===== config.mk =====
export PLATFORM = sky130hd
export DESIGN_NAME = alu_operand_stage
export DESIGN_NICKNAME = d
export VERILOG_FILES = /design/src/rtl/alu_operand_stage.sv
export SDC_FILE = /design/constraint.sdc
export NUM_CORES = 1
export LEC_CHECK = 0
export CAP_MARGIN = 5
export CORE_MARGIN = 2
export CORE_UTILIZATION = 54
export CTS_BUF_LIST = sky130_fd_sc_hd__clkbuf_16
export DETAILED_ROUTE_END_ITERATION = 10
export DONT_BUFFER_PORTS = 1
export PLACE_DENSITY = 0.69
export SETUP_SLACK_MARGIN = 0.4
export SLEW_MARGIN = 20
export SYNTH_ARGS = -nofsm -noshare
export SYNTH_HDL_FRONTEND = slang
export SYNTH_SLANG_ARGS = --single-unit

===== constraint.sdc =====
create_clock -name clock -period 4.3 [get_ports clock]
set_clock_uncertainty 0.15 [all_clocks]
set_input_delay 1.075 -clock clock [delete_from_list [all_inputs] [get_ports clock]]
set_output_delay 1.075 -clock clock [all_outputs]
set_load 0.02 [all_outputs]

===== src/rtl/alu_operand_stage.sv =====
// EX-stage operand selection for the pipelined MIPS datapath: forwarding muxes,
// immediate/shamt extension, and one registered stage with flush/stall control.
module alu_operand_stage #(
    parameter int WIDTH       = 32,
    parameter int IMM_WIDTH   = 16,
    parameter int SHAMT_WIDTH = 5
) (
    input  logic                   clock,
    input  logic                   reset,
    input  logic                   in_valid,
    input  logic                   stall,
    input  logic                   flush,
    input  logic [1:0]             ALUsrc,
    input  logic [1:0]             fwdA,
    input  logic [1:0]             fwdB,
    input  logic [WIDTH-1:0]       read_d1,
    input  logic [WIDTH-1:0]       read_d2,
    input  logic [IMM_WIDTH-1:0]   imm,
    input  logic [SHAMT_WIDTH-1:0] shamt,
    input  logic [WIDTH-1:0]       exmem_result,
    input  logic [WIDTH-1:0]       memwb_result,
    output logic                   out_valid,
    output logic [WIDTH-1:0]       ALUin1,
    output logic [WIDTH-1:0]       ALUin2,
    output logic [WIDTH-1:0]       store_data
);

    logic [WIDTH-1:0] w_fwdA_val_p0;
    logic [WIDTH-1:0] w_fwdB_val_p0;
    logic [WIDTH-1:0] w_sext_p0;
    logic [WIDTH-1:0] w_zext_p0;
    logic [WIDTH-1:0] w_shx_p0;
    logic [WIDTH-1:0] w_opB_p0;

    logic             r_vld_p1;
    logic [WIDTH-1:0] r_alu_in1_p1;
    logic [WIDTH-1:0] r_alu_in2_p1;
    logic [WIDTH-1:0] r_store_data_p1;

    // Stage p0: combinational operand selection; code 3 aliases the register value.
    always_comb begin
        w_fwdA_val_p0 = read_d1;
        case (fwdA)
            2'd1:    w_fwdA_val_p0 = exmem_result;
            2'd2:    w_fwdA_val_p0 = memwb_result;
            default: w_fwdA_val_p0 = read_d1;
        endcase
    end

    always_comb begin
        w_fwdB_val_p0 = read_d2;
        case (fwdB)
            2'd1:    w_fwdB_val_p0 = exmem_result;
            2'd2:    w_fwdB_val_p0 = memwb_result;
            default: w_fwdB_val_p0 = read_d2;
        endcase
    end

    assign w_sext_p0 = {{(WIDTH-IMM_WIDTH){imm[IMM_WIDTH-1]}}, imm};
    assign w_zext_p0 = {{(WIDTH-IMM_WIDTH){1'b0}}, imm};
    assign w_shx_p0  = {{(WIDTH-SHAMT_WIDTH){1'b0}}, shamt};

    always_comb begin
        w_opB_p0 = w_fwdB_val_p0;
        case (ALUsrc)
            2'd1:    w_opB_p0 = w_sext_p0;
            2'd2:    w_opB_p0 = w_zext_p0;
            2'd3:    w_opB_p0 = w_shx_p0;
            default: w_opB_p0 = w_fwdB_val_p0;
        endcase
    end

    // Stage p1: output register, flush beats stall beats load; data loads even for bubbles.
    always_ff @(posedge clock or posedge reset) begin
        if (reset) begin
            r_vld_p1        <= 1'b0;
            r_alu_in1_p1    <= '0;
            r_alu_in2_p1    <= '0;
            r_store_data_p1 <= '0;
        end else if (flush) begin
            r_vld_p1        <= 1'b0;
            r_alu_in1_p1    <= '0;
            r_alu_in2_p1    <= '0;
            r_store_data_p1 <= '0;
        end else if (!stall) begin
            r_vld_p1        <= in_valid;
            r_alu_in1_p1    <= w_fwdA_val_p0;
            r_alu_in2_p1    <= w_opB_p0;
            r_store_data_p1 <= w_fwdB_val_p0;
        end
    end

    assign out_valid  = r_vld_p1;
    assign ALUin1     = r_alu_in1_p1;
    assign ALUin2     = r_alu_in2_p1;
    assign store_data = r_store_data_p1;

endmodule


Yosys cells after proc, flatten, opt, wreduce, memory -nomap -nowiden

Index checks and enable logic that the tools add are counted.

Equality and inequality tests: 8
Mux-type cells: 11

Operators with widths:

| cell               | number |
|---|---|
| $mux 32            | 6 |
| $pmux 32 s2        | 2 |
| $pmux 32 s3        | 1 |
| $eq 2x2->1 const B | 4 |
| $eq 2x1->1 const B | 3 |
| $mux 1             | 2 |
| $ne 2x1->1 const B | 1 |

Register bits after elaboration: 97
Input port bits: 160
Logic and storage cells: 23

Longest topological paths before layout

Depth in word-level cells: 5
Gate-level depth with buffers: 7
Gate-level depth less buffers: 5

Worst setup path before layout

Ideal clock, no wire load.

Path kind: input port to flip-flop
Start point: input fwdB[0]
End point: register r_alu_in2_p1[5] (netlist: ALUin2[5])
Library setup time: 0.066 ns
Arrival: 2.357 ns
Data required time: 4.084 ns
Slack: 1.727 ns
Stages on the path: 7
Path buffers: 2
Path through: inv_1 ha_1 or3_1 buf_6 buf_12 o221ai_2 a22o_1

Longest elaborated chain between the ends: 5
Elaborated cells between the ends (all ways): 6

Ends and longest elaborated chain:

| element                                         | RTL line | RTL |
|---|---|---|
| start: declaration                              | 15       | `input logic [1:0] fwdB,` |
| $eq 2x2->1 / $eq 2x1->1 (equally long branches) | 52       | `case (fwdB)` |
| $pmux 32 s2 *                                   | 52       |  |
| $pmux 32 s3 *                                   | 65       | `case (ALUsrc)` |
| $mux 32 *                                       | 85       | `end else if (!stall) begin` |
| $mux 32 *                                       | 80       | `end else if (flush) begin` |
| end signal: assignment                          | 88       | `r_alu_in2_p1 <= w_opB_p0;` |
| end: declaration                                | 37       | `logic [WIDTH-1:0] r_alu_in2_p1;` |

Mark *: on every way between the ends. The rest lies on a longest branch, timed or not. The select of a mux whose other input is x is not followed.
A chain may end at the register's enable or synchronous reset.

Final worst setup path

Start point: input fwdA[0]
End point: register r_alu_in1_p1[2] (netlist: ALUin1[2])

Longest elaborated chain between the ends: 4
Elaborated cells between the ends (all ways): 5

Ends and longest elaborated chain:

| element                                         | RTL line | RTL |
|---|---|---|
| start: declaration                              | 14       | `input logic [1:0] fwdA,` |
| $eq 2x2->1 / $eq 2x1->1 (equally long branches) | 43       | `case (fwdA)` |
| $pmux 32 s2 *                                   | 43       |  |
| $mux 32 *                                       | 85       |  |
| $mux 32 *                                       | 80       |  |
| end signal: assignment                          | 87       | `r_alu_in1_p1 <= w_fwdA_val_p0;` |
| end: declaration                                | 36       | `logic [WIDTH-1:0] r_alu_in1_p1;` |

Marked as above.

==> results_dict.tcl <==
set metrics [dict create \
    wire_per_inst_um 26.4 \
    firstDrtPassIters 5 \
    insertion_delay_ns 0.33 \
    synthDistinctLibCells 31 \
    grt_pass1_wl_mm 24.2 \
    critical_path_peak_fanout 64 \
    reg2reg_from "store_data[0]" \
    route.detailed.drc 0 \
    syn_inst 538 \
    yosys_warnings 0 \
    dp_cells 615 \
    syn_nets 702 \
    die_area_um2 10500 \
    ys_ff_latch 97 \
    path_class "in -> reg" \
    clock_sinks 97 \
    clk_path_buf_depth 2 \
    rsz0062_at_grt "false" \
    dp_hpwl_mm 12.0 \
    globalRouteTotalUtil 0.302 \
    cts_hold_buf 0 \
    crit_buf_inv 1 \
    drive_gt1_frac 0.0757 \
    maxSlewHeadroom 0.325 \
    holdCritPathClass "reg -> reg" \
    port_buffers 0 \
    syn_avg_cell_area_um2 9.76 \
    power_w 0.00222 \
    grt_pass1_vias 4310 \
    postCtsSetupRepairBufs 0 \
    coreArea_um2 9330 \
    synth-seq-area-share 0.462 \
    setup_slack_ns 1.71 \
    drt-total-wl_mm 16.7 \
    cp-start-kind "input port" \
    required_ns 4.41 \
    cp-end-kind "register" \
    cellLeakagePower_nw 2.38 \
    path_clk_slew_ns 0.07 \
    tns_ns 0 \
    rr_endpoint "store_data[0]" \
    stdcell_count 632 \
    r2r_cells 1 \
    clock-root-buffer "clkbuf_16" \
    drt_iter0_markers 350 \
    htreeDepth 3 \
    via_per_inst 7.10 \
    overflow 0 \
    fmax_ghz 0.385 \
    cellPowerDensity_nw_per_um2 403 \
    post-route-period-util 0.603 \
    grt_max_degree 78 \
    fp.dieW_um 103 \
    hold_end "ALUin2[0]" \
    gp_congestion 0.986 \
    cts_tree "done" \
    area_growth_pct 5.24 \
    dpl_cell_area_um2 5220 \
    final_hold_viol_count 0 \
    critPathArrivalTime_ns 2.71 \
    finalSetupViolations 0 \
    cts_made_buffers 9 \
    cts_resized 0 \
    cp.depth 5 \
    final_area_um2 5520 \
    die_y_um 103 \
    r2r_slack_ns 3.30 \
    pre_cts_slack_ns 1.30 \
    slew_viol_final 0 \
    initial_core_util 0.563 \
    vdd_drop_max_mv 0.177 \
    final.min_clock_period_ns 2.59 \
    num_vias 4487 \
    crit_path_max_incr_delay_ns 0.97 \
    num_io_pins 257 \
    status "finished clean" \
    min_from "ALUin2[0]" \
    nets 661 \
    worst-slew-pin-transition_ns 1.01 \
    crit_slowest_cell "ha_2" \
    drv_cap 0 \
    synth_area_um2 5250 \
    antenna_found_initial 1 \
    crit_chain "inv_1 > ha_2 > a221oi_1 > a211o_1 > a21oi_1" \
    crit_family "adder cells" \
    postRouteAntennaNets 0 \
    whs_path_depth 2 \
    rows 35 \
]
## worst max-delay path by stage
stage	from	end	slack, ns
after global placement	fwdB[1]	store_data[30]	1.32
after CTS	fwdB[1]	ALUin2[31]	1.65
after floorplan	reset	ALUin1[0]	0.54
after detailed placement	fwdB[1]	ALUin2[31]	1.30
after global routing	fwdA[0]	ALUin1[2]	1.58
final	fwdA[0]	ALUin1[2]	1.71
## state kept, by name, summed over array words and instances, names as in the netlist
signal	cells
out_valid	1
ALUin1	32
ALUin2	32
store_data	32
## cells in the mapped netlist
| cell | instances | area share |
|---|---|---|
| nand2b_1 | 5 | 0.0060 |
| a21oi_1 | 19 | 0.018 |
| or2_2 | 2 | 0.0024 |
| o211ai_1 | 12 | 0.017 |
| nor2_1 | 3 | 0.0021 |
| nand2_1 | 65 | 0.046 |
| ha_1 | 4 | 0.0095 |
| buf_6 | 2 | 0.0043 |
| o221ai_2 | 5 | 0.014 |
| a22oi_1 | 41 | 0.059 |
| dfrtp_1 | 97 | 0.46 |
| xnor2_1 | 1 | 0.0017 |
| a221oi_1 | 18 | 0.030 |
| o21ai_0 | 61 | 0.058 |
| a221o_1 | 5 | 0.0095 |
| nor2b_1 | 6 | 0.0072 |
| buf_1 | 8 | 0.0057 |
| buf_4 | 1 | 0.0014 |
| o221ai_1 | 11 | 0.018 |
| o22ai_1 | 5 | 0.0060 |
| clkbuf_1 | 35 | 0.025 |
| inv_1 | 19 | 0.014 |
| a211o_1 | 14 | 0.023 |
| buf_2 | 12 | 0.011 |
| a32o_1 | 5 | 0.0095 |
| buf_12 | 1 | 0.0038 |
| nor3_4 | 1 | 0.0031 |
| a22o_1 | 73 | 0.12 |
| mux2i_1 | 1 | 0.0019 |
| or3_1 | 5 | 0.0060 |
| clkbuf_2 | 1 | 0.00095 |
## area by class of cell
| class | instances | area (um2) |
|---|---|---|
| inverter | 19 | 73.8 |
| sequential | 97 | 2430 |
| clock buffer | 9 | 225 |
| multi-input combinational | 362 | 2500 |
| tap | 129 | 161 |
| fill | 825 | 3800 |
| antenna | 1 | 2.50 |
| timing repair buffer | 8 | 60.1 |
| clock inverter | 7 | 75.1 |
## cells in the final DEF (no fill, tap or decap), types with 5 or more instances in the layout
cell type  synthesis  routed
clkbuf_16          0       9
or3_1              5       5
a21oi_1           19      19
dfrtp_1           97      97
nand2_1           65      65
a221o_1            5       5
a32o_1             5       5
inv_1             19      19
a22o_1            73      73
a211o_1           14      14
o211ai_1          12      12
nand2b_1           5       5
o221ai_1          11      11
o221ai_2           5       5
o22ai_1            5       5
o21ai_0           61      61
buf_4              1       8
nor2b_1            6       5
a221oi_1          18      18
a22oi_1           41      41
## power breakdown
part	total [W]	internal, W	switching, W
combinational	0.000318	0.000120	0.000198
sequential	0.00109	0.000969	0.000122
clock	0.000815	0.000456	0.000360
total	0.00222	0.00154	0.000680
## cells by family after synthesis
kind of cell,synth area share
xor+xnor,0.00167
fa+ha+maj,0.00954
flops,0.462
compound gates,0.385
mux,0.00191
simple gates,0.0732
buf+inv,0.0663
## routing by layer
layer	GRT usage	vias up	part of all wire
li1	-	1988	-
met1	0.424	2189	0.41
met2	0.457	270	0.45
met3	0.0922	40	0.11
met4	0.0851	0	0.028
met5	0	-	0
## per-stage QoR
stage | utilization | hold WS [ns]
2_1_floorplan | - | 0.433
3_3_place_gp | 0.559 | 0.455
3_5_place_dp | 0.559 | 0.462
4_1_cts | 0.591 | 0.477
5_1_grt | 0.592 | 0.488
6_report | 0.592 | 0.471
No activity file was read; power rests on OpenSTA's default activity.
